[src/rtl/set_job_sched_if.sv]
// Job-scheduler bus: requester side (req/operands/ack), engine side (start/operands/result)
// and response side. The scheduler uses the slave modport; the job sources and engine use master.
interface set_job_sched_if #(
  parameter int NREQ = 2
);
  logic [NREQ-1:0]    req;
  logic [24*NREQ-1:0] req_central;
  logic [12*NREQ-1:0] req_radius;
  logic [2*NREQ-1:0]  req_mode;
  logic [NREQ-1:0]    req_ack;
  logic               eng_en;
  logic [23:0]        eng_central;
  logic [11:0]        eng_radius;
  logic [1:0]         eng_mode;
  logic               eng_valid;
  logic [7:0]         eng_candidate;
  logic               rsp_valid;
  logic [1:0]         rsp_id;
  logic [7:0]         rsp_candidate;
  logic               rsp_err;
  logic               sched_busy;
  logic [15:0]        jobs_done;

  modport master (
    output req, req_central, req_radius, req_mode, eng_valid, eng_candidate,
    input  req_ack, eng_en, eng_central, eng_radius, eng_mode,
           rsp_valid, rsp_id, rsp_candidate, rsp_err, sched_busy, jobs_done
  );

  modport slave (
    input  req, req_central, req_radius, req_mode, eng_valid, eng_candidate,
    output req_ack, eng_en, eng_central, eng_radius, eng_mode,
           rsp_valid, rsp_id, rsp_candidate, rsp_err, sched_busy, jobs_done
  );
endinterface

[src/rtl/set_job_sched.sv]
// set_job_sched: round-robin scheduler sharing one SET candidate-counting engine among NREQ requesters.
// Optional engine watchdog is compiled in when SET_SCHED_WDOG_EN is defined.
module set_job_sched #(
  parameter int NREQ        = 2,
  parameter int WDOG_CYCLES = 200
) (
  input  logic           clk,
  input  logic           rst,
  set_job_sched_if.slave bus
);
  typedef enum logic [1:0] {S_IDLE, S_ISSUE, S_WAIT, S_RESP} state_t;

  state_t          r_state;
  logic [1:0]      r_rr;
  logic [1:0]      r_gnt;
  logic [NREQ-1:0] r_req_ack;
  logic            r_eng_en;
  logic [23:0]     r_eng_central;
  logic [11:0]     r_eng_radius;
  logic [1:0]      r_eng_mode;
  logic            r_rsp_valid;
  logic [1:0]      r_rsp_id;
  logic [7:0]      r_rsp_cand;
  logic            r_rsp_err;
  logic            r_busy;
  logic [15:0]     r_jobs_done;

  logic            w_found;
  logic [1:0]      w_gnt;
  logic [NREQ-1:0] w_ack;
  logic [23:0]     w_central;
  logic [11:0]     w_radius;
  logic [1:0]      w_mode;
  logic            w_timeout;

  function automatic logic [1:0] next_rr(input logic [1:0] g);
    next_rr = (int'(g) + 1 >= NREQ) ? 2'd0 : g + 2'd1;
  endfunction

  // First pending requester at or above the rr pointer, wrapping modulo NREQ.
  always_comb begin
    w_found = 1'b0;
    w_gnt   = 2'd0;
    for (int k = 0; k < NREQ; k++) begin
      for (int i = 0; i < NREQ; i++) begin
        if (!w_found && bus.req[i] && (i == (int'(r_rr) + k) % NREQ)) begin
          w_found = 1'b1;
          w_gnt   = 2'(i);
        end
      end
    end
  end

  always_comb begin
    w_ack     = '0;
    w_central = '0;
    w_radius  = '0;
    w_mode    = '0;
    for (int i = 0; i < NREQ; i++) begin
      if (w_gnt == 2'(i)) begin
        w_ack[i]  = 1'b1;
        w_central = bus.req_central[24*i +: 24];
        w_radius  = bus.req_radius[12*i +: 12];
        w_mode    = bus.req_mode[2*i +: 2];
      end
    end
  end

`ifdef SET_SCHED_WDOG_EN
  localparam logic [15:0] WDOG_LAST = 16'(WDOG_CYCLES - 1);
  logic [15:0] r_wdog;

  // Counts WAIT cycles; the final WAIT cycle is the one where the count is WDOG_CYCLES-1.
  always_ff @(posedge clk or posedge rst) begin
    if (rst) begin
      r_wdog <= '0;
    end else if (r_state == S_ISSUE) begin
      r_wdog <= '0;
    end else if (r_state == S_WAIT) begin
      r_wdog <= r_wdog + 16'd1;
    end
  end

  assign w_timeout = (r_wdog == WDOG_LAST);
`else
  logic w_unused_wdog;
  assign w_unused_wdog = (WDOG_CYCLES > 0);
  assign w_timeout     = 1'b0;
`endif

  always_ff @(posedge clk or posedge rst) begin
    if (rst) begin
      r_state       <= S_IDLE;
      r_rr          <= '0;
      r_gnt         <= '0;
      r_req_ack     <= '0;
      r_eng_en      <= 1'b0;
      r_eng_central <= '0;
      r_eng_radius  <= '0;
      r_eng_mode    <= '0;
      r_rsp_valid   <= 1'b0;
      r_rsp_id      <= '0;
      r_rsp_cand    <= '0;
      r_rsp_err     <= 1'b0;
      r_busy        <= 1'b0;
      r_jobs_done   <= '0;
    end else begin
      case (r_state)
        S_IDLE: begin
          if (w_found) begin
            r_gnt         <= w_gnt;
            r_eng_central <= w_central;
            r_eng_radius  <= w_radius;
            r_eng_mode    <= w_mode;
            r_req_ack     <= w_ack;
            r_eng_en      <= 1'b1;
            r_busy        <= 1'b1;
            r_state       <= S_ISSUE;
          end
        end
        S_ISSUE: begin
          r_req_ack <= '0;
          r_eng_en  <= 1'b0;
          r_state   <= S_WAIT;
        end
        S_WAIT: begin
          // A result arriving on the watchdog's last cycle takes priority over the timeout.
          if (bus.eng_valid || w_timeout) begin
            r_rsp_valid <= 1'b1;
            r_rsp_id    <= r_gnt;
            r_rsp_cand  <= bus.eng_valid ? bus.eng_candidate : 8'd0;
            r_rsp_err   <= w_timeout && !bus.eng_valid;
            r_jobs_done <= r_jobs_done + 16'd1;
            r_rr        <= next_rr(r_gnt);
            r_state     <= S_RESP;
          end
        end
        S_RESP: begin
          r_rsp_valid <= 1'b0;
          r_busy      <= 1'b0;
          r_state     <= S_IDLE;
        end
        default: begin
          r_state <= S_IDLE;
        end
      endcase
    end
  end

  assign bus.req_ack       = r_req_ack;
  assign bus.eng_en        = r_eng_en;
  assign bus.eng_central   = r_eng_central;
  assign bus.eng_radius    = r_eng_radius;
  assign bus.eng_mode      = r_eng_mode;
  assign bus.rsp_valid     = r_rsp_valid;
  assign bus.rsp_id        = r_rsp_id;
  assign bus.rsp_candidate = r_rsp_cand;
  assign bus.rsp_err       = r_rsp_err;
  assign bus.sched_busy    = r_busy;
  assign bus.jobs_done     = r_jobs_done;
endmodule
[src/flat_wrapper.sv]
// flat-port wrapper written by rule: the top's interface ports become plain ports
module set_job_sched_flat 
#(
  parameter int NREQ        = 2,
  parameter int WDOG_CYCLES = 200
)
  (clk, rst, bus_req, bus_req_central, bus_req_radius, bus_req_mode, bus_eng_valid, bus_eng_candidate, bus_req_ack, bus_eng_en, bus_eng_central, bus_eng_radius, bus_eng_mode, bus_rsp_valid, bus_rsp_id, bus_rsp_candidate, bus_rsp_err, bus_sched_busy, bus_jobs_done);
  set_job_sched_if #(.NREQ(NREQ)) bus_i ();
  input  logic clk;
  input  logic rst;
  input wire logic [$bits(bus_i.req)-1:0] bus_req;
  input wire logic [$bits(bus_i.req_central)-1:0] bus_req_central;
  input wire logic [$bits(bus_i.req_radius)-1:0] bus_req_radius;
  input wire logic [$bits(bus_i.req_mode)-1:0] bus_req_mode;
  input wire logic [$bits(bus_i.eng_valid)-1:0] bus_eng_valid;
  input wire logic [$bits(bus_i.eng_candidate)-1:0] bus_eng_candidate;
  output wire logic [$bits(bus_i.req_ack)-1:0] bus_req_ack;
  output wire logic [$bits(bus_i.eng_en)-1:0] bus_eng_en;
  output wire logic [$bits(bus_i.eng_central)-1:0] bus_eng_central;
  output wire logic [$bits(bus_i.eng_radius)-1:0] bus_eng_radius;
  output wire logic [$bits(bus_i.eng_mode)-1:0] bus_eng_mode;
  output wire logic [$bits(bus_i.rsp_valid)-1:0] bus_rsp_valid;
  output wire logic [$bits(bus_i.rsp_id)-1:0] bus_rsp_id;
  output wire logic [$bits(bus_i.rsp_candidate)-1:0] bus_rsp_candidate;
  output wire logic [$bits(bus_i.rsp_err)-1:0] bus_rsp_err;
  output wire logic [$bits(bus_i.sched_busy)-1:0] bus_sched_busy;
  output wire logic [$bits(bus_i.jobs_done)-1:0] bus_jobs_done;
  assign bus_i.req = bus_req;
  assign bus_i.req_central = bus_req_central;
  assign bus_i.req_radius = bus_req_radius;
  assign bus_i.req_mode = bus_req_mode;
  assign bus_i.eng_valid = bus_eng_valid;
  assign bus_i.eng_candidate = bus_eng_candidate;
  assign bus_req_ack = bus_i.req_ack;
  assign bus_eng_en = bus_i.eng_en;
  assign bus_eng_central = bus_i.eng_central;
  assign bus_eng_radius = bus_i.eng_radius;
  assign bus_eng_mode = bus_i.eng_mode;
  assign bus_rsp_valid = bus_i.rsp_valid;
  assign bus_rsp_id = bus_i.rsp_id;
  assign bus_rsp_candidate = bus_i.rsp_candidate;
  assign bus_rsp_err = bus_i.rsp_err;
  assign bus_sched_busy = bus_i.sched_busy;
  assign bus_jobs_done = bus_i.jobs_done;
  set_job_sched #(.NREQ(NREQ), .WDOG_CYCLES(WDOG_CYCLES)) u_core (.clk(clk), .rst(rst), .bus(bus_i));
endmodule
[config.mk]
export PLATFORM = sky130hd
export DESIGN_NAME = set_job_sched_flat
export DESIGN_NICKNAME = d
export VERILOG_FILES = /design/src/rtl/set_job_sched_if.sv /design/src/rtl/set_job_sched.sv /design/src/flat_wrapper.sv
export SDC_FILE = /design/constraint.sdc
export NUM_CORES = 1
export LEC_CHECK = 0
export CAP_MARGIN = 20
export CORE_MARGIN = 2
export CORE_UTILIZATION = 40
export CTS_CLUSTER_DIAMETER = 80
export DETAILED_ROUTE_END_ITERATION = 12
export PLACE_DENSITY = 0.8
export SETUP_SLACK_MARGIN = 0.3
export SLEW_MARGIN = 20
export SYNTH_ARGS = -nofsm -noshare
export SYNTH_HDL_FRONTEND = slang
export SYNTH_SLANG_ARGS = --single-unit
[constraint.sdc]
create_clock -name clk -period 2.9 [get_ports clk]
set_input_delay 0.58 -clock clk [delete_from_list [all_inputs] [get_ports clk]]
set_output_delay 0.58 -clock clk [all_outputs]
set_load 0.005 [all_outputs]
==> results of run 1 <==
final cells by class:
| type | instances | area share |
|---|---|---|
| multi-input cells | 198 | 0.262 |
| flip-flops and latches | 72 | 0.353 |
| inverters | 6 | 0.00441 |
| clock inverters | 6 | 0.0135 |
| repair buffers | 161 | 0.318 |
| clock buffers | 10 | 0.0250 |
| well taps | 102 | 0.0250 |
metal layers:
metal / GRT usage / vias to the layer above / part of all wire
met5: 0 / - / 0
met1: 0.227 / 1275 / 0.40
met3: 0.0482 / 14 / 0.080
met4: 0.0676 / 0 / 0.018
li1: - / 1309 / -
met2: 0.326 / 117 / 0.50
metrics by stage:
stage                     setup WS, ns  std cells  area (µm²)
after floorplan                  0.495        292        3230
after global placement           0.635        539        4910
after global routing             0.822        555        5110
final                            0.937        555        5110
after CTS                        0.937        555        5110
after detailed placement         0.573        539        4910
how the worst max path moves through the flow:
stage / slack, ns / to / cells after the start
after global placement: 0.63 / u_core.bus.eng_central[10] / 6
after floorplan: 0.50 / u_core.bus.eng_central[0] / 1
after detailed placement: 0.57 / u_core.bus.eng_central[21] / 6
final: 0.94 / u_core.bus.eng_central[21] / 6
after CTS: 0.94 / u_core.bus.eng_central[21] / 6
after global routing: 0.82 / u_core.bus.eng_central[14] / 6
cell usage after synthesis, drive strengths merged:
cell and n:
a211oi 1, buf 11, nor3 2, mux2i 38, a21oi 2, inv 6
nand4 2, nor2b 1, ha 6, conb 1, and3 1, clkbuf 5
dfrtp 72, and2 2, o2bb2ai 2, nand2b 1, xor2 2, nand2 51
nand3 7, xnor2 13, o32a 1, nor2 4, mux2 11, and4 2
o21a 1, o21ai 46
cell families (layout without fill, tap and decap cells):
group	after synthesis	in the layout
and+or+nand+nor	73	73
DFF	72	72
AOI/OAI and AO/OA	53	53
muxes	49	49
buffers and inverters	22	183
xor gates and xnor gates	15	15
adders and majority gates	6	6
other	1	2
critical path, delay by kind of cell:
kind	cells	cell delay (ns)
buf+inv	3	1.09
mux	1	0.28
compound gates	2	0.21
sequential cells by signal, summed over array words and instances (netlist names):
register / flops
u_core.r_gnt: 1
u_core.bus.req_ack: 2
u_core.bus.jobs_done: 16
u_core.bus.rsp_valid: 1
u_core.bus.eng_central: 24
u_core.bus.rsp_candidate: 8
u_core.r_rr: 1
u_core.bus.eng_en: 1
u_core.bus.eng_mode: 2
u_core.bus.eng_radius: 12
u_core.bus.sched_busy: 1
u_core.bus.rsp_id: 1
u_core.r_state: 2
power by group:
| part | total, mW | switching, mW | internal (mW) | leakage, nW |
|---|---|---|---|---|
| clock network | 0.783 | 0.381 | 0.402 | 0.0968 |
| registers | 1.68 | 0.256 | 1.42 | 0.905 |
| logic | 1.84 | 0.725 | 1.12 | 1.29 |
| total | 4.30 | 1.36 | 2.94 | 2.29 |
==> report_table.html, run 1 <==
<table>
<tr><th>Metric</th><th>Value</th></tr>
<tr><th colspan="2">Route</th></tr>
<tr><td>Number of routed nets with antenna violations</td><td>0</td></tr>
<tr><td>Number of design-rule violations left by the first detailed-router iteration</td><td>72</td></tr>
<tr><td>Wire length per cell</td><td>14.6 µm</td></tr>
<tr><td>Count of vias placed by the detailed router</td><td>2,715</td></tr>
<tr><td>Drt total wl</td><td>8.11 mm</td></tr>
<tr><td>Pre-antenna DRT Iters</td><td>6</td></tr>
<tr><td>DRC violation count after routing</td><td>0</td></tr>
<tr><td>Vias/cell</td><td>4.89</td></tr>
<tr><th colspan="2">Layout</th></tr>
<tr><td>Combined area of the multi-input logic cells</td><td>0.00134 mm²</td></tr>
<tr><td>End-of-flow core utilization</td><td>0.658</td></tr>
<tr><td>Synth-to-layout area growth</td><td>58.3%</td></tr>
<tr><td>Layout cells sized above 1</td><td>0.0773</td></tr>
<tr><td>Number of filler cells placed in the layout</td><td>626</td></tr>
<tr><td>Total Nets Final</td><td>543</td></tr>
<tr><td>Most frequent cells in the layout</td><td>sky130_fd_sc_hd__clkdlybuf4s50_1 (156), sky130_fd_sc_hd__dfrtp_1 (72), sky130_fd_sc_hd__nand2_1 (51)</td></tr>
<tr><td>Leading cell type in the layout, fill and taps excluded</td><td>sky130_fd_sc_hd__clkdlybuf4s50_1</td></tr>
<tr><td>Area of all sequential standard cells</td><td>0.00180 mm²</td></tr>
<tr><td>Antenna diode count</td><td>0</td></tr>
<tr><th colspan="2">Timing</th></tr>
<tr><td>Accumulated negative setup slack</td><td>0 ns</td></tr>
<tr><td>Worst slew margin</td><td>0.580</td></tr>
<tr><td>Clock skew after layout</td><td>0.0106 ns</td></tr>
<tr><td>Maximum clock frequency</td><td>509 MHz</td></tr>
<tr><td>Final setup fails</td><td>0</td></tr>
<tr><td>Worst Max-Slew Pin Slew</td><td>0.628 ns</td></tr>
<tr><td>Final Hold Viols</td><td>0</td></tr>
<tr><td>Min Hold Slack</td><td>0.482 ns</td></tr>
<tr><td>Max-slew violations</td><td>0</td></tr>
<tr><td>Post-route clock period utilization</td><td>0.677</td></tr>
<tr><td>Clock period minus final worst setup slack</td><td>1.96 ns</td></tr>
<tr><td>RSZ-0062 raised after global routing</td><td>false</td></tr>
<tr><th colspan="2">Placed design</th></tr>
<tr><td>IO buf count</td><td>156</td></tr>
<tr><td>Detail Placement HPWL</td><td>6.21 mm</td></tr>
<tr><td>Global placer's final weighted congestion</td><td>0.774</td></tr>
<tr><th colspan="2">Global routing</th></tr>
<tr><td>Number of antenna violations at the first check in global routing</td><td>0</td></tr>
<tr><td>GRT Total Usage</td><td>0.188</td></tr>
<tr><td>Wire length of the first global-routing pass</td><td>13.0 mm</td></tr>
<tr><td>Vias in the first global route</td><td>2,714</td></tr>
<tr><td>Maximum number of pins on one net before global-route repair</td><td>57</td></tr>
<tr><td>Global route total overflow</td><td>0</td></tr>
<tr><th colspan="2">Worst setup path</th></tr>
<tr><td>Launching instance or port of the critical path</td><td>bus_req[0]</td></tr>
<tr><td>Master of the slowest instance on the critical path</td><td>sky130_fd_sc_hd__clkdlybuf4s50_1</td></tr>
<tr><td>CP cell instances</td><td>clkdlybuf4s50_1, inv_2, o21ai_4, buf_4, mux2i_1, o21ai_1</td></tr>
<tr><td>Data arrival time of the critical path</td><td>2.18 ns</td></tr>
<tr><td>Setup slack on the worst flop-to-flop path</td><td>1.07 ns</td></tr>
<tr><td>Type of element capturing the critical path</td><td>flip-flop</td></tr>
<tr><td>Worst R2R End</td><td>u_core.bus.jobs_done[15]</td></tr>
<tr><td>FF-to-FF path depth</td><td>6</td></tr>
<tr><td>Kind of start point of the critical path</td><td>input port</td></tr>
<tr><td>CP max FO</td><td>28</td></tr>
<tr><td>Required time at the endpoint of the critical path</td><td>3.11 ns</td></tr>
<tr><td>Origin of the critical flop-to-flop path</td><td>u_core.r_state[0]</td></tr>
<tr><td>Slowest cell delay on critical path</td><td>0.58 ns</td></tr>
<tr><td>Startpoint-to-endpoint class of the critical path</td><td>input port to flip-flop</td></tr>
<tr><th colspan="2">Synth</th></tr>
<tr><td>Share of the synthesized area in compound gates (AO/OA/AOI/OAI)</td><td>0.0888</td></tr>
<tr><td>Mean post-synth cell area</td><td>11.1 µm²</td></tr>
<tr><td>Synthesis-stage register bit count</td><td>72</td></tr>
<tr><td>Post-synthesis share of cell area spent on xor and xnor gates</td><td>0.0407</td></tr>
<tr><td>Multiplexer fraction of the synthesized cell area</td><td>0.156</td></tr>
<tr><td>Combinational family with the most area after synthesis</td><td>multiplexers</td></tr>
<tr><td>Synth Warn #</td><td>0</td></tr>
<tr><td>Fraction of the yosys area taken by sequential cells</td><td>0.558</td></tr>
<tr><td>Instance count of the mapped netlist</td><td>291</td></tr>
<tr><td>Largest area contributor in the netlist</td><td>sky130_fd_sc_hd__dfrtp_1</td></tr>
<tr><td>Proportion of netlist area held by the largest area contributor</td><td>0.558</td></tr>
<tr><td>Post-synthesis adder-cell area fraction</td><td>0.0233</td></tr>
<tr><td>Simple-Gate Fraction of Synth Area</td><td>0.0969</td></tr>
<tr><td>Netlist area before placement</td><td>0.00323 mm²</td></tr>
<tr><td>Leading cell types by total area after synthesis</td><td>sky130_fd_sc_hd__dfrtp_1 (56%), sky130_fd_sc_hd__mux2i_1 (12%), sky130_fd_sc_hd__nand2_1 (5.9%)</td></tr>
<tr><td>Cell variety after synth</td><td>30</td></tr>
<tr><th colspan="2">Clock tree</th></tr>
<tr><td>CTS tree</td><td>built</td></tr>
<tr><td>Root buffer selected by CTS</td><td>sky130_fd_sc_hd__clkbuf_8</td></tr>
<tr><td>Hold-fix buffers, CTS</td><td>0</td></tr>
<tr><td>Number of buffers inserted to repair setup after CTS</td><td>0</td></tr>
<tr><td>Deepest level of the CTS H-tree</td><td>3</td></tr>
<tr><td>Number of cells upsized or downsized after cts</td><td>0</td></tr>
<tr><td>Worst-path clk slew</td><td>0.07 ns</td></tr>
<tr><td>Num CTS Buffers</td><td>9</td></tr>
<tr><td>Sinks on Clock Net</td><td>72</td></tr>
<tr><td>Buffer depth of the longest clock path</td><td>2</td></tr>
<tr><td>Clock latency on the worst-skew pair</td><td>0.34 ns</td></tr>
<tr><th colspan="2">Floorplan</th></tr>
<tr><td>Die area</td><td>0.00880 mm²</td></tr>
<tr><td>Die Y-Extent</td><td>93.8 µm</td></tr>
<tr><td>Starting utilization of the core area</td><td>0.415</td></tr>
<tr><td>Row Count</td><td>32</td></tr>
<tr><td>Number of I/O pins</td><td>159</td></tr>
<tr><td>Core ar.</td><td>0.00777 mm²</td></tr>
<tr><td>Horizontal die dimension</td><td>93.8 µm</td></tr>
<tr><th colspan="2">Outcome</th></tr>
<tr><td>Result of the run</td><td>completed</td></tr>
<tr><th colspan="2">Min path</th></tr>
<tr><td>Hold Startpoint</td><td>u_core.bus.eng_central[18]</td></tr>
<tr><td>Number of cells on the worst hold path</td><td>2</td></tr>
<tr><td>End point of the most critical hold path</td><td>u_core.bus.eng_central[18]</td></tr>
<tr><td>Class of the most critical hold timing path</td><td>flip-flop to flip-flop</td></tr>
<tr><th colspan="2">Pwr</th></tr>
<tr><td>Maximum resistive drop on vdd</td><td>0.436 mV</td></tr>
<tr><td>Static Leak</td><td>2.29 nW</td></tr>
<tr><td>Post-layout power</td><td>4.30 mW</td></tr>
<tr><td>Ratio of total power to cell area</td><td>842 mW/mm²</td></tr>
<tr><th colspan="2">Job</th></tr>
<tr><td>Max_cap viols</td><td>0</td></tr>
</table>
Power figures use the tool's default switching activity.
==> inputs of run 2 (changes only) <==
Clock period 2.9 ns to 1.81 ns, I/O delays scaled along.
==> run 2 against run 1 <==
Compared with the run above: sequential power up 56%; via count rose by 3.8%; cell count rose by 6.1%; sequential share of layout area decreased by 2.2 points; combinational power grew 66%; critical path type unchanged; non-clock buffer count rose by 34; largest cell class is now buffers.
==> report_table.html, run 2 (same netlist as run 1, synthesis figures left out) <==
<table>
<tr><th>Metric</th><th>Value</th></tr>
<tr><th colspan="2">Clock tree</th></tr>
<tr><td>Deepest level of the CTS H-tree</td><td>3</td></tr>
<tr><td>Worst-path clk slew</td><td>0.08 ns</td></tr>
<tr><td>Root buffer selected by CTS</td><td>sky130_fd_sc_hd__clkbuf_8</td></tr>
<tr><td>Hold-fix buffers, CTS</td><td>0</td></tr>
<tr><td>Buffer depth of the longest clock path</td><td>2</td></tr>
<tr><td>CTS tree</td><td>built</td></tr>
<tr><td>Sinks on Clock Net</td><td>72</td></tr>
<tr><td>Num CTS Buffers</td><td>9</td></tr>
<tr><td>Clock latency on the worst-skew pair</td><td>0.34 ns</td></tr>
<tr><th colspan="2">Placed design</th></tr>
<tr><td>Detail Placement HPWL</td><td>6.31 mm</td></tr>
<tr><td>IO buf count</td><td>156</td></tr>
<tr><td>Global placer's final weighted congestion</td><td>0.741</td></tr>
<tr><th colspan="2">Floorplan</th></tr>
<tr><td>Core ar.</td><td>0.00777 mm²</td></tr>
<tr><td>Horizontal die dimension</td><td>93.8 µm</td></tr>
<tr><td>Die area</td><td>0.00880 mm²</td></tr>
<tr><td>Die Y-Extent</td><td>93.8 µm</td></tr>
<tr><td>Row Count</td><td>32</td></tr>
<tr><td>Number of I/O pins</td><td>159</td></tr>
<tr><td>Starting utilization of the core area</td><td>0.415</td></tr>
<tr><th colspan="2">Worst setup path</th></tr>
<tr><td>Required time at the endpoint of the critical path</td><td>2.03 ns</td></tr>
<tr><td>Cell with the most instances on the worst path</td><td>sky130_fd_sc_hd__buf_12</td></tr>
<tr><td>FF-to-FF path depth</td><td>6</td></tr>
<tr><td>Kind of start point of the critical path</td><td>input port</td></tr>
<tr><td>CP max FO</td><td>14</td></tr>
<tr><td>Type of element capturing the critical path</td><td>flip-flop</td></tr>
<tr><td>Master of the slowest instance on the critical path</td><td>sky130_fd_sc_hd__clkdlybuf4s50_1</td></tr>
<tr><td>Data arrival time of the critical path</td><td>1.73 ns</td></tr>
<tr><td>CP cell instances</td><td>clkdlybuf4s50_1, inv_2, o21ai_4, buf_12, buf_12, mux2i_1, o21ai_1</td></tr>
<tr><td>Slowest cell delay on critical path</td><td>0.50 ns</td></tr>
<tr><td>Startpoint-to-endpoint class of the critical path</td><td>input port to flip-flop</td></tr>
<tr><td>Origin of the critical flop-to-flop path</td><td>u_core.r_state[0]</td></tr>
<tr><td>Setup slack on the worst flop-to-flop path</td><td>0.32 ns</td></tr>
<tr><td>Family of cells with the greatest summed delay on the critical path</td><td>buffers and inverters</td></tr>
<tr><td>Number of buffers and inverters on the critical path</td><td>4</td></tr>
<tr><td>Worst R2R End</td><td>u_core.bus.jobs_done[15]</td></tr>
<tr><th colspan="2">Pwr</th></tr>
<tr><td>Static Leak</td><td>2.71 nW</td></tr>
<tr><td>Ratio of total power to cell area</td><td>1270 mW/mm²</td></tr>
<tr><td>Maximum resistive drop on vdd</td><td>0.709 mV</td></tr>
<tr><td>Post-layout power</td><td>6.93 mW</td></tr>
<tr><th colspan="2">Layout</th></tr>
<tr><td>Total Nets Final</td><td>577</td></tr>
<tr><td>Number of filler cells placed in the layout</td><td>623</td></tr>
<tr><td>Antenna diode count</td><td>0</td></tr>
<tr><td>Layout cells sized above 1</td><td>0.170</td></tr>
<tr><td>Max FFs per register</td><td>24</td></tr>
<tr><td>Leading cell type in the layout, fill and taps excluded</td><td>sky130_fd_sc_hd__clkdlybuf4s50_1</td></tr>
<tr><td>Synth-to-layout area growth</td><td>68.7%</td></tr>
<tr><td>Most frequent cells in the layout</td><td>sky130_fd_sc_hd__clkdlybuf4s50_1 (87), sky130_fd_sc_hd__dfrtp_1 (71), sky130_fd_sc_hd__dlygate4sd2_1 (67)</td></tr>
<tr><td>End-of-flow core utilization</td><td>0.701</td></tr>
<tr><th colspan="2">Route</th></tr>
<tr><td>DRC violation count after routing</td><td>0</td></tr>
<tr><td>Pre-antenna DRT Iters</td><td>4</td></tr>
<tr><td>Wire length per cell</td><td>14.7 µm</td></tr>
<tr><td>Vias/cell</td><td>4.78</td></tr>
<tr><td>Drt total wl</td><td>8.67 mm</td></tr>
<tr><td>Number of design-rule violations left by the first detailed-router iteration</td><td>73</td></tr>
<tr><td>Number of routed nets with antenna violations</td><td>0</td></tr>
<tr><td>Count of vias placed by the detailed router</td><td>2,817</td></tr>
<tr><th colspan="2">Global routing</th></tr>
<tr><td>Vias in the first global route</td><td>2,909</td></tr>
<tr><td>Busiest grt layer</td><td>met2</td></tr>
<tr><td>Maximum number of pins on one net before global-route repair</td><td>49</td></tr>
<tr><td>Wire length of the first global-routing pass</td><td>13.3 mm</td></tr>
<tr><td>GRT Total Usage</td><td>0.191</td></tr>
<tr><td>Met2 demand-to-capacity share in global routing</td><td>0.337</td></tr>
<tr><td>Met1 GRT Util</td><td>0.223</td></tr>
<tr><td>Global route total overflow</td><td>0</td></tr>
<tr><td>Met3 track demand over resource</td><td>0.0441</td></tr>
<tr><td>Number of antenna violations at the first check in global routing</td><td>0</td></tr>
<tr><th colspan="2">Timing</th></tr>
<tr><td>Post-route clock period utilization</td><td>0.836</td></tr>
<tr><td>Final Hold Viols</td><td>0</td></tr>
<tr><td>Clock skew after layout</td><td>0.0105 ns</td></tr>
<tr><td>Clock period minus final worst setup slack</td><td>1.51 ns</td></tr>
<tr><td>Maximum clock frequency</td><td>661 MHz</td></tr>
<tr><td>Max-slew violations</td><td>0</td></tr>
<tr><td>Min Hold Slack</td><td>0.440 ns</td></tr>
<tr><td>RSZ-0062 raised after global routing</td><td>true</td></tr>
<tr><td>Final setup fails</td><td>0</td></tr>
<tr><th colspan="2">Job</th></tr>
<tr><td>Max_cap viols</td><td>0</td></tr>
<tr><th colspan="2">Outcome</th></tr>
<tr><td>Result of the run</td><td>completed</td></tr>
<tr><th colspan="2">Min path</th></tr>
<tr><td>Class of the most critical hold timing path</td><td>input port to async pin</td></tr>
</table>
-- run 2: changes by cell type in the layout (fill, tap and decap cells not counted), sizes merged, moves of 2 or more --
cell / previous run / this run
buf: 5 / 37
dlygate4sd2: 0 / 67
inv: 7 / 5
clkdlybuf4s50: 156 / 87
dlymetal6s2s: 0 / 2
clkinvlp: 1 / 3
-- run 2: worst max-delay path by stage --
stage / start / end / slack, ns / depth (start not counted)
after global routing: u_core.r_state[0] / u_core.bus.jobs_done[15] / 0.24 / 6
after detailed placement: bus_req[0] / u_core.bus.eng_radius[5] / -0.01 / 6
final: bus_req[0] / u_core.bus.eng_radius[7] / 0.30 / 7
after global placement: bus_eng_valid / u_core.bus.jobs_done[15] / 0.04 / 5
after floorplan: u_core.r_state[0] / u_core.bus.jobs_done[15] / 0.30 / 7
after CTS: u_core.bus.jobs_done[0] / bus_jobs_done[0] / 0.21 / 1
-- run 2: tightest hold or removal path: cells and delay by family --
kind | cells | cell delay (ns)
buffers and inverters | 3 | 0.79
-- run 2: cell type report --
cell class | count | area (µm²) | area share
inverters | 6 | 26.3 | 0.00483
well taps | 102 | 128 | 0.0234
flip-flops and latches | 72 | 1800 | 0.331
repair buffers | 195 | 1890 | 0.347
clock buffers | 9 | 124 | 0.0227
clock inverters | 7 | 72.6 | 0.0133
multi-input cells | 198 | 1400 | 0.258
-- run 2: what timing repair did --
item	CTS	global route
setup endpoints to repair	82	28
setup buffers	21	4
pin swaps	3	8
gates resized for setup	72	15
gates cloned	0	3
-- run 2: metal layers --
metal,vias up,share of wire
met4,0,0.022
li1,1382,-
met2,107,0.51
met5,-,0
met3,18,0.071
met1,1310,0.40
-- run 2: stage by stage --
step,instance area (µm²),worst slack [ns],std cells,TNS [ns]
final,5450,0.297,589,0
after global routing,5450,0.237,589,0
after CTS,5290,0.211,582,0
after detailed placement,5010,-0.0140,545,-0.0203
after global placement,5010,0.0351,545,0
after floorplan,3250,0.305,292,0
-- run 2: power breakdown --
part / leakage, nW / switching [mW] / total (mW) / internal, mW
Clock: 0.0952 / 0.609 / 1.24 / 0.636
Sequential: 0.904 / 0.346 / 2.62 / 2.28
Combinational: 1.71 / 1.34 / 3.06 / 1.72
Total: 2.71 / 2.30 / 6.93 / 4.63
